File: src/rtl/ddrx_mode_reg_ctrl_if.sv
// Register-port and MRS-request bundle for the DDRx mode-register block.
// The master side is software/scheduler and the slave side is the block.
interface ddrx_mode_reg_ctrl_if #(
    parameter int NUM_MR = 4,
    parameter int MR_W   = 19
);
    localparam int ADDR_W = $clog2(NUM_MR + 2);
    localparam int IDX_W  = (NUM_MR > 1) ? $clog2(NUM_MR) : 1;

    logic              cfg_wr_en;
    logic              cfg_rd_en;
    logic [ADDR_W-1:0] cfg_addr;
    logic [31:0]       cfg_wdata;
    logic [31:0]       cfg_rdata;
    logic              cfg_rvalid;
    logic              mrs_valid;
    logic              mrs_ready;
    logic [IDX_W-1:0]  mrs_idx;
    logic [MR_W-1:0]   mrs_data;

    modport master (
        output cfg_wr_en, cfg_rd_en, cfg_addr, cfg_wdata, mrs_ready,
        input  cfg_rdata, cfg_rvalid, mrs_valid, mrs_idx, mrs_data
    );

    modport slave (
        input  cfg_wr_en, cfg_rd_en, cfg_addr, cfg_wdata, mrs_ready,
        output cfg_rdata, cfg_rvalid, mrs_valid, mrs_idx, mrs_data
    );
endinterface

File: src/rtl/ddrx_mode_reg_ctrl.sv
// Shadow/active mode registers with a commit sequencer that issues one
// MRS per dirty register, spaced by tMRD and closed out by tMOD.
module ddrx_mode_reg_ctrl #(
    parameter int NUM_MR   = 4,
    parameter int MR_W     = 19,
    parameter int TIMER_W  = 8,
    parameter int TMRD_RST = 4,
    parameter int TMOD_RST = 12
) (
    input  logic                   clk,
    input  logic                   rst_n,
    ddrx_mode_reg_ctrl_if.slave    bus,
    output logic [NUM_MR*MR_W-1:0] msr_active,
    output logic [TIMER_W-1:0]     tmrd,
    output logic [TIMER_W-1:0]     tmod,
    output logic                   busy
);
    localparam int ADDR_W = $clog2(NUM_MR + 2);
    localparam int IDX_W  = (NUM_MR > 1) ? $clog2(NUM_MR) : 1;

    localparam logic [1:0] S_IDLE  = 2'd0;
    localparam logic [1:0] S_ISSUE = 2'd1;
    localparam logic [1:0] S_WAIT  = 2'd2;

    logic [1:0]         state;
    logic [MR_W-1:0]    shadow [NUM_MR];
    logic [MR_W-1:0]    active [NUM_MR];
    logic [NUM_MR-1:0]  dirty;
    logic [TIMER_W-1:0] tmrd_q;
    logic [TIMER_W-1:0] tmod_q;
    logic [TIMER_W-1:0] cnt;
    logic               err;
    logic [31:0]        rdata_q;
    logic               rvalid_q;

    logic [IDX_W-1:0]   aidx;
    logic [IDX_W-1:0]   sel;
    logic [NUM_MR-1:0]  sel_oh;
    logic [NUM_MR-1:0]  rest;
    logic               is_mr;
    logic               is_tim;
    logic               is_ctrl;
    logic               wr_mr;
    logic               wr_tim;
    logic               wr_ctrl;
    logic               wr_drop;
    logic               commit;
    logic               fire;
    logic [TIMER_W-1:0] load_raw;
    logic [TIMER_W-1:0] load_val;
    logic [31:0]        rd_mux;
    logic [7:0]         dirty8;

    assign aidx    = bus.cfg_addr[IDX_W-1:0];
    assign is_mr   = bus.cfg_addr < ADDR_W'(NUM_MR);
    assign is_tim  = bus.cfg_addr == ADDR_W'(NUM_MR);
    assign is_ctrl = bus.cfg_addr == ADDR_W'(NUM_MR + 1);

    assign busy    = state != S_IDLE;
    assign wr_mr   = bus.cfg_wr_en && is_mr && !busy;
    assign wr_tim  = bus.cfg_wr_en && is_tim && !busy;
    assign wr_ctrl = bus.cfg_wr_en && is_ctrl;
    assign wr_drop = bus.cfg_wr_en && (is_mr || is_tim) && busy;
    assign commit  = wr_ctrl && bus.cfg_wdata[0] && (dirty != '0);

    // Lowest dirty register goes first.
    always_comb begin
        sel = '0;
        for (int i = NUM_MR - 1; i >= 0; i--) begin
            if (dirty[i]) sel = IDX_W'(i);
        end
    end

    always_comb begin
        sel_oh = '0;
        for (int i = 0; i < NUM_MR; i++) begin
            sel_oh[i] = sel == IDX_W'(i);
        end
    end

    assign rest     = dirty & ~sel_oh;
    assign fire     = bus.mrs_valid && bus.mrs_ready;
    assign load_raw = (rest != '0) ? tmrd_q : tmod_q;
    assign load_val = (load_raw == '0) ? TIMER_W'(1) : load_raw;

    assign bus.mrs_valid  = state == S_ISSUE;
    assign bus.mrs_idx    = sel;
    assign bus.mrs_data   = shadow[sel];
    assign bus.cfg_rdata  = rdata_q;
    assign bus.cfg_rvalid = rvalid_q;
    assign tmrd           = tmrd_q;
    assign tmod           = tmod_q;

    for (genvar g = 0; g < NUM_MR; g++) begin : g_act
        assign msr_active[g*MR_W +: MR_W] = active[g];
    end

    always_comb begin
        rd_mux = '0;
        dirty8 = 8'(dirty);
        unique case (1'b1)
            is_mr:   rd_mux = 32'(shadow[aidx]);
            is_tim: begin
                rd_mux[TIMER_W-1:0]   = tmrd_q;
                rd_mux[16 +: TIMER_W] = tmod_q;
            end
            is_ctrl: rd_mux = {16'd0, dirty8, 6'd0, err, busy};
            default: rd_mux = '0;
        endcase
    end

    always_ff @(posedge clk or negedge rst_n) begin
        if (!rst_n) begin
            state    <= S_IDLE;
            dirty    <= '0;
            tmrd_q   <= TIMER_W'(TMRD_RST);
            tmod_q   <= TIMER_W'(TMOD_RST);
            cnt      <= '0;
            err      <= 1'b0;
            rdata_q  <= '0;
            rvalid_q <= 1'b0;
            for (int i = 0; i < NUM_MR; i++) begin
                shadow[i] <= '0;
                active[i] <= '0;
            end
        end else begin
            rvalid_q <= bus.cfg_rd_en;
            if (bus.cfg_rd_en) rdata_q <= rd_mux;
            if (wr_mr) begin
                shadow[aidx] <= bus.cfg_wdata[MR_W-1:0];
                dirty[aidx]  <= 1'b1;
            end
            if (wr_tim) begin
                tmrd_q <= bus.cfg_wdata[TIMER_W-1:0];
                tmod_q <= bus.cfg_wdata[16 +: TIMER_W];
            end
            if (wr_drop) err <= 1'b1;
            else if (wr_ctrl && bus.cfg_wdata[1]) err <= 1'b0;
            unique case (state)
                S_IDLE: if (commit) state <= S_ISSUE;
                S_ISSUE: begin
                    if (fire) begin
                        for (int i = 0; i < NUM_MR; i++) begin
                            if (sel_oh[i]) begin
                                active[i] <= shadow[i];
                                dirty[i]  <= 1'b0;
                            end
                        end
                        cnt   <= load_val;
                        state <= S_WAIT;
                    end
                end
                S_WAIT: begin
                    cnt <= cnt - TIMER_W'(1);
                    if (cnt <= TIMER_W'(1)) begin
                        state <= (dirty != '0) ? S_ISSUE : S_IDLE;
                    end
                end
                default: state <= S_IDLE;
            endcase
        end
    end
endmodule

File: src/flat_wrapper.sv
// flat-port wrapper written by rule: the top's interface ports become plain ports
module ddrx_mode_reg_ctrl_flat 
#(
    parameter int NUM_MR   = 4,
    parameter int MR_W     = 19,
    parameter int TIMER_W  = 8,
    parameter int TMRD_RST = 4,
    parameter int TMOD_RST = 12
)
  (clk, rst_n, msr_active, tmrd, tmod, busy, bus_cfg_wr_en, bus_cfg_rd_en, bus_cfg_addr, bus_cfg_wdata, bus_mrs_ready, bus_cfg_rdata, bus_cfg_rvalid, bus_mrs_valid, bus_mrs_idx, bus_mrs_data);
  ddrx_mode_reg_ctrl_if #(.NUM_MR(NUM_MR), .MR_W(MR_W)) bus_i ();
  input  logic clk;
  input  logic rst_n;
  output logic [NUM_MR*MR_W-1:0] msr_active;
  output logic [TIMER_W-1:0] tmrd;
  output logic [TIMER_W-1:0] tmod;
  output logic busy;
  input wire logic [$bits(bus_i.cfg_wr_en)-1:0] bus_cfg_wr_en;
  input wire logic [$bits(bus_i.cfg_rd_en)-1:0] bus_cfg_rd_en;
  input wire logic [$bits(bus_i.cfg_addr)-1:0] bus_cfg_addr;
  input wire logic [$bits(bus_i.cfg_wdata)-1:0] bus_cfg_wdata;
  input wire logic [$bits(bus_i.mrs_ready)-1:0] bus_mrs_ready;
  output wire logic [$bits(bus_i.cfg_rdata)-1:0] bus_cfg_rdata;
  output wire logic [$bits(bus_i.cfg_rvalid)-1:0] bus_cfg_rvalid;
  output wire logic [$bits(bus_i.mrs_valid)-1:0] bus_mrs_valid;
  output wire logic [$bits(bus_i.mrs_idx)-1:0] bus_mrs_idx;
  output wire logic [$bits(bus_i.mrs_data)-1:0] bus_mrs_data;
  assign bus_i.cfg_wr_en = bus_cfg_wr_en;
  assign bus_i.cfg_rd_en = bus_cfg_rd_en;
  assign bus_i.cfg_addr = bus_cfg_addr;
  assign bus_i.cfg_wdata = bus_cfg_wdata;
  assign bus_i.mrs_ready = bus_mrs_ready;
  assign bus_cfg_rdata = bus_i.cfg_rdata;
  assign bus_cfg_rvalid = bus_i.cfg_rvalid;
  assign bus_mrs_valid = bus_i.mrs_valid;
  assign bus_mrs_idx = bus_i.mrs_idx;
  assign bus_mrs_data = bus_i.mrs_data;
  ddrx_mode_reg_ctrl #(.NUM_MR(NUM_MR), .MR_W(MR_W), .TIMER_W(TIMER_W), .TMRD_RST(TMRD_RST), .TMOD_RST(TMOD_RST)) u_core (.clk(clk), .rst_n(rst_n), .bus(bus_i), .msr_active(msr_active), .tmrd(tmrd), .tmod(tmod), .busy(busy));
endmodule
File: config.mk
export PLATFORM = sky130hd
export DESIGN_NAME = ddrx_mode_reg_ctrl_flat
export DESIGN_NICKNAME = d
export VERILOG_FILES = /design/src/rtl/ddrx_mode_reg_ctrl_if.sv /design/src/rtl/ddrx_mode_reg_ctrl.sv /design/src/flat_wrapper.sv
export SDC_FILE = /design/constraint.sdc
export NUM_CORES = 1
export LEC_CHECK = 0
export BUFFER_PORTS_ARGS = -buffer_cell sky130_fd_sc_hd__clkbuf_2
export CAP_MARGIN = 10
export CORE_MARGIN = 2
export CORE_UTILIZATION = 30
export CTS_CLUSTER_DIAMETER = 50
export DETAILED_ROUTE_END_ITERATION = 10
export REMOVE_ABC_BUFFERS = 1
export SETUP_SLACK_MARGIN = 0.5
export SLEW_MARGIN = 20
export SYNTH_ARGS = -nofsm -noshare
export SYNTH_HDL_FRONTEND = slang
export SYNTH_SLANG_ARGS = --single-unit
File: constraint.sdc
create_clock -name clk -period 4.6 [get_ports clk]
set_clock_uncertainty 0.1 [all_clocks]
set_input_delay 0.46 -clock clk [delete_from_list [all_inputs] [get_ports clk]]
set_output_delay 0.46 -clock clk [all_outputs]
set_load 0.02 [all_outputs]
==> run_summary.xml <==
<?xml version="1.0" encoding="UTF-8"?>
<metrics>
  <group name="power">
    <metric name="combinational_cell_fraction_of_total_power" unit="%">37.6</metric>
    <metric name="p_int" unit="mW">5.30</metric>
    <metric name="power.density_cell_area" unit="nW/um^2">765</metric>
    <metric name="power_switching" unit="mW">3.38</metric>
    <metric name="worst_vdd_rail_ir_drop" unit="mV">0.329</metric>
    <metric name="power_switching_share" unit="%">39.0</metric>
    <metric name="share_clk_of_total_power" unit="%">23.3</metric>
    <metric name="sequentialPowerShare" unit="%">39.1</metric>
    <metric name="power.leakage" unit="nW">5.41</metric>
  </group>
  <group name="critical_path">
    <metric name="crit-reg2reg-launch" unit="">u_core.state[1]</metric>
    <metric name="worst-endpoint-arrival" unit="ns">2.63</metric>
    <metric name="crit_path_top_delay_cell" unit="">sky130_fd_sc_hd__nor2_2</metric>
    <metric name="critPathCaptureType" unit="">primary output</metric>
    <metric name="crit_path_max_fanout" unit="">10</metric>
    <metric name="critPathRequiredTime" unit="ns">4.04</metric>
    <metric name="critical_path_class" unit="">reg -&gt; out</metric>
    <metric name="r2r_slack" unit="ns">1.99</metric>
    <metric name="critical_path.reg2reg.endpoint" unit="">u_core.msr_active[51]</metric>
    <metric name="worst_setup_path_startpoint" unit="">u_core.dirty[1]</metric>
    <metric name="critical_path.max_stage_delay" unit="ns">0.58</metric>
    <metric name="worstSetupStartpointType" unit="">register</metric>
    <metric name="ff2ff_path_depth" unit="">5</metric>
    <metric name="cell_by_cell_listing_of_the_critical_path" unit="">inv_1 &gt; nor2_2 &gt; buf_4 &gt; a221o_1 &gt; clkbuf_2</metric>
  </group>
  <group name="finish">
    <metric name="area_growth" unit="%">23.3</metric>
    <metric name="num-nets-final" unit="">868</metric>
    <metric name="antenna_cells" unit="">0</metric>
    <metric name="drive_above_1_share" unit="%">51.4</metric>
  </group>
  <group name="synthesis">
    <metric name="yosys_warnings" unit="">0</metric>
    <metric name="ys_types" unit="">53</metric>
    <metric name="synth_edf_count" unit="">0</metric>
    <metric name="seq_area_frac_synth" unit="%">56.6</metric>
    <metric name="post_synth_most_frequent_cells" unit="">sky130_fd_sc_hd__dfrtp_1, sky130_fd_sc_hd__mux2_2, sky130_fd_sc_hd__buf_2, sky130_fd_sc_hd__nor2_1</metric>
    <metric name="postSynthAreaPerCell" unit="sq um">14.1</metric>
    <metric name="synth.top_cell.area_share" unit="%">55.7</metric>
    <metric name="post_synth_main_area_contributors" unit="">sky130_fd_sc_hd__dfrtp_1, sky130_fd_sc_hd__mux2_2, sky130_fd_sc_hd__mux4_2, sky130_fd_sc_hd__a221o_1, sky130_fd_sc_hd__a22o_1</metric>
    <metric name="asyncSetResetFlopFracSynth" unit="%">100</metric>
    <metric name="synth_area" unit="sq um">9210</metric>
    <metric name="post-synth-top-area-cell" unit="">sky130_fd_sc_hd__dfrtp_1</metric>
    <metric name="synth_cells" unit="">652</metric>
    <metric name="ys.flop_type" unit="">sky130_fd_sc_hd__dfrtp_1</metric>
    <metric name="yosysMostFrequentCell" unit="">sky130_fd_sc_hd__dfrtp_1</metric>
    <metric name="yosys_register_bits" unit="">208</metric>
  </group>
  <group name="floorplanning">
    <metric name="core_area" unit="sq um">30400</metric>
    <metric name="floorplan.die.height" unit="um">179</metric>
    <metric name="row_count" unit="">64</metric>
    <metric name="die_area" unit="sq um">32100</metric>
    <metric name="io_pins" unit="">188</metric>
    <metric name="start_util" unit="%">30.3</metric>
    <metric name="chip_width" unit="um">179</metric>
  </group>
  <group name="sta">
    <metric name="slew_viol_final" unit="">0</metric>
    <metric name="finalSetupViolations" unit="">0</metric>
    <metric name="finalCriticalPeriod" unit="ns">3.19</metric>
    <metric name="fin_worst_hold_slack" unit="ns">0.0681</metric>
    <metric name="report.final.hold_viol_count" unit="">0</metric>
    <metric name="rsz0062_at_grt" unit="">no</metric>
    <metric name="setup_tns" unit="ns">0</metric>
    <metric name="final.period_utilization" unit="%">69.4</metric>
    <metric name="slew-limit-headroom" unit="%">38.5</metric>
    <metric name="fmax" unit="MHz">313</metric>
    <metric name="actual_transition_at_the_worst_max_transition_pin" unit="ns">0.920</metric>
  </group>
  <group name="global_routing">
    <metric name="overflow" unit="">0</metric>
    <metric name="grt_util_all_layers" unit="%">16.9</metric>
    <metric name="grt_max_degree" unit="">124</metric>
    <metric name="first_global_vias" unit="">6237</metric>
    <metric name="first_pass_grt_wire_length" unit="um">40000</metric>
    <metric name="antenna_found_initial" unit="">0</metric>
  </group>
  <group name="clocking">
    <metric name="cts_hold_buf" unit="">1</metric>
    <metric name="clock_latency" unit="ns">0.52</metric>
    <metric name="clock-root-buffer" unit="">sky130_fd_sc_hd__clkbuf_16</metric>
    <metric name="h-tree-depth" unit="">1</metric>
    <metric name="cells_resized_by_post_cts_repair" unit="">0</metric>
    <metric name="ctsLongestPathBuffers" unit="">3</metric>
    <metric name="tritoncts_num_sinks" unit="">208</metric>
    <metric name="total_clock_buffers_created_by_cts" unit="">27</metric>
    <metric name="clk_slew_on_worst_s_h_paths" unit="ns">0.06</metric>
    <metric name="cts.repair_timing.setup_buffer_count" unit="">0</metric>
    <metric name="cts_tree" unit="">yes</metric>
  </group>
  <group name="drt">
    <metric name="antenna_violating_nets_post_route" unit="">0</metric>
    <metric name="post_drt_via_cell_ratio" unit="">5.06</metric>
    <metric name="drc" unit="">0</metric>
    <metric name="vias" unit="">6279</metric>
    <metric name="detail_route.wl_per_cell" unit="um">22.0</metric>
    <metric name="drtPass1Iterations" unit="">5</metric>
    <metric name="routed_wirelength" unit="um">27300</metric>
    <metric name="dr.first_iter.drc_count" unit="">413</metric>
  </group>
  <group name="min_path">
    <metric name="timing.hold.worst.start" unit="">bus_cfg_wdata[20]</metric>
    <metric name="min_path_type" unit="">in -&gt; reg</metric>
    <metric name="number_of_cells_on_the_worst_hold_path" unit="">2</metric>
    <metric name="whs_endpoint" unit="">u_core.tmod[4]</metric>
  </group>
  <group name="placed_design">
    <metric name="io_buffer_count" unit="">171</metric>
    <metric name="detailed_place_hpwl" unit="um">17600</metric>
    <metric name="gp_congestion" unit="">0.732</metric>
  </group>
  <group name="flow_run">
    <metric name="max_cap_viol_count" unit="">0</metric>
  </group>
  <group name="status">
    <metric name="run_status" unit="">finished clean</metric>
  </group>
</metrics>
registers in the layout, indices dropped and copies added (netlist names), 2 cells and up:
| name | flops |
|---|---|
| u_core.tmrd | 8 |
| u_core.dirty | 4 |
| u_core.cnt | 8 |
| u_core.shadow | 76 |
| u_core.tmod | 8 |
| u_core.msr_active | 76 |
| u_core.state | 2 |
| u_core.bus.cfg_rdata | 24 |
worst max path at each step:
stage	endpoint	slack [ns]
2_1_floorplan	u_core.msr_active[38]	1.56
3_3_place_gp	u_core.tmod[5]	1.58
3_5_place_dp	u_core.tmod[5]	1.55
4_1_cts	bus_mrs_data[18]	1.42
5_1_grt	bus_mrs_data[4]	1.33
6_report	bus_mrs_data[4]	1.41
logic make-up after synthesis:
family	after synthesis	synth area share, %
other	1	0.0407
buffers and inverters	70	3.70
muxes	196	26.2
and+or+nand+nor	67	4.21
AOI/OAI and AO/OA	107	8.94
adders and majority gates	2	0.272
xor gates and xnor gates	1	0.0951
DFF	208	56.6
cell type report:
cell class | count | area, sq um
clock buffers | 36 | 759
clock inverters | 11 | 101
fillers | 3005 | 19100
inverters | 20 | 75.1
multi-input cells | 381 | 3710
flip-flops and latches | 208 | 5210
well taps | 396 | 495
repair buffers | 188 | 1010
cell usage in the layout, fill, tap and decap left out, drive strengths merged, types with 2 or more instances in the layout:
| cell | instances |
|---|---|
| a22o | 19 |
| nand3 | 10 |
| clkinv | 4 |
| conb | 8 |
| nor4 | 5 |
| dfrtp | 205 |
| a21boi | 2 |
| nand3b | 4 |
| buf | 17 |
| nor3 | 5 |
| ha | 2 |
| inv | 22 |
| or4 | 4 |
| nor2 | 23 |
| a21oi | 19 |
| nand2 | 8 |
| nand2b | 2 |
| o311ai | 3 |
| dfstp | 3 |
| o221ai | 3 |
| clkbuf | 206 |
| o21a | 2 |
| o22ai | 4 |
| clkinvlp | 4 |
| a22oi | 13 |
| mux2i | 9 |
| a221o | 19 |
| mux2 | 168 |
| mux4 | 19 |
| o31a | 2 |
| o211ai | 4 |
| o21ai | 10 |
per-stage QoR:
| stage | util [%] | power (mW) | instances | area, sq um | worst slack, ns |
|---|---|---|---|---|---|
| floorplan | - | 5.35 | 609 | 8970 | 1.56 |
| global placement | 34.5 | 6.65 | 1192 | 10500 | 1.58 |
| detailed placement | 34.5 | 6.72 | 1192 | 10500 | 1.55 |
| CTS | 37.3 | 8.77 | 1240 | 11400 | 1.42 |
| global route | 37.3 | 9.17 | 1240 | 11400 | 1.33 |
| finish | 37.3 | 8.68 | 1240 | 11400 | 1.41 |
metal layers:
layer | vias to the layer above | GRT usage (%) | wire (um)
met1 | 3247 | 23.4 | 11900
met3 | 44 | 3.41 | 2150
met4 | 0 | 4.17 | 521
met5 | - | 0 | 0
met2 | 214 | 27.1 | 12700
li1 | 2774 | - | -
power by group through the flow:
stage | Combinational [mW] | Sequential (mW) | Clock (mW)
finish | 3.26 | 3.40 | 2.02
global route | 3.52 | 3.51 | 2.14
CTS | 3.32 | 3.39 | 2.07
detailed placement | 3.30 | 3.42 | 0
global placement | 3.27 | 3.38 | 0
floorplan | 1.70 | 3.65 | 0
worst max-delay path, delay by kind of cell (launching register included):
family,cells,cell delay (ns)
flip-flops,1,0.56
AO/OA/AOI/OAI,1,0.23
buffers and inverters,3,0.72
AND/OR/NAND/NOR,1,0.58
Note: power is estimated with default switching activity, not from simulation.
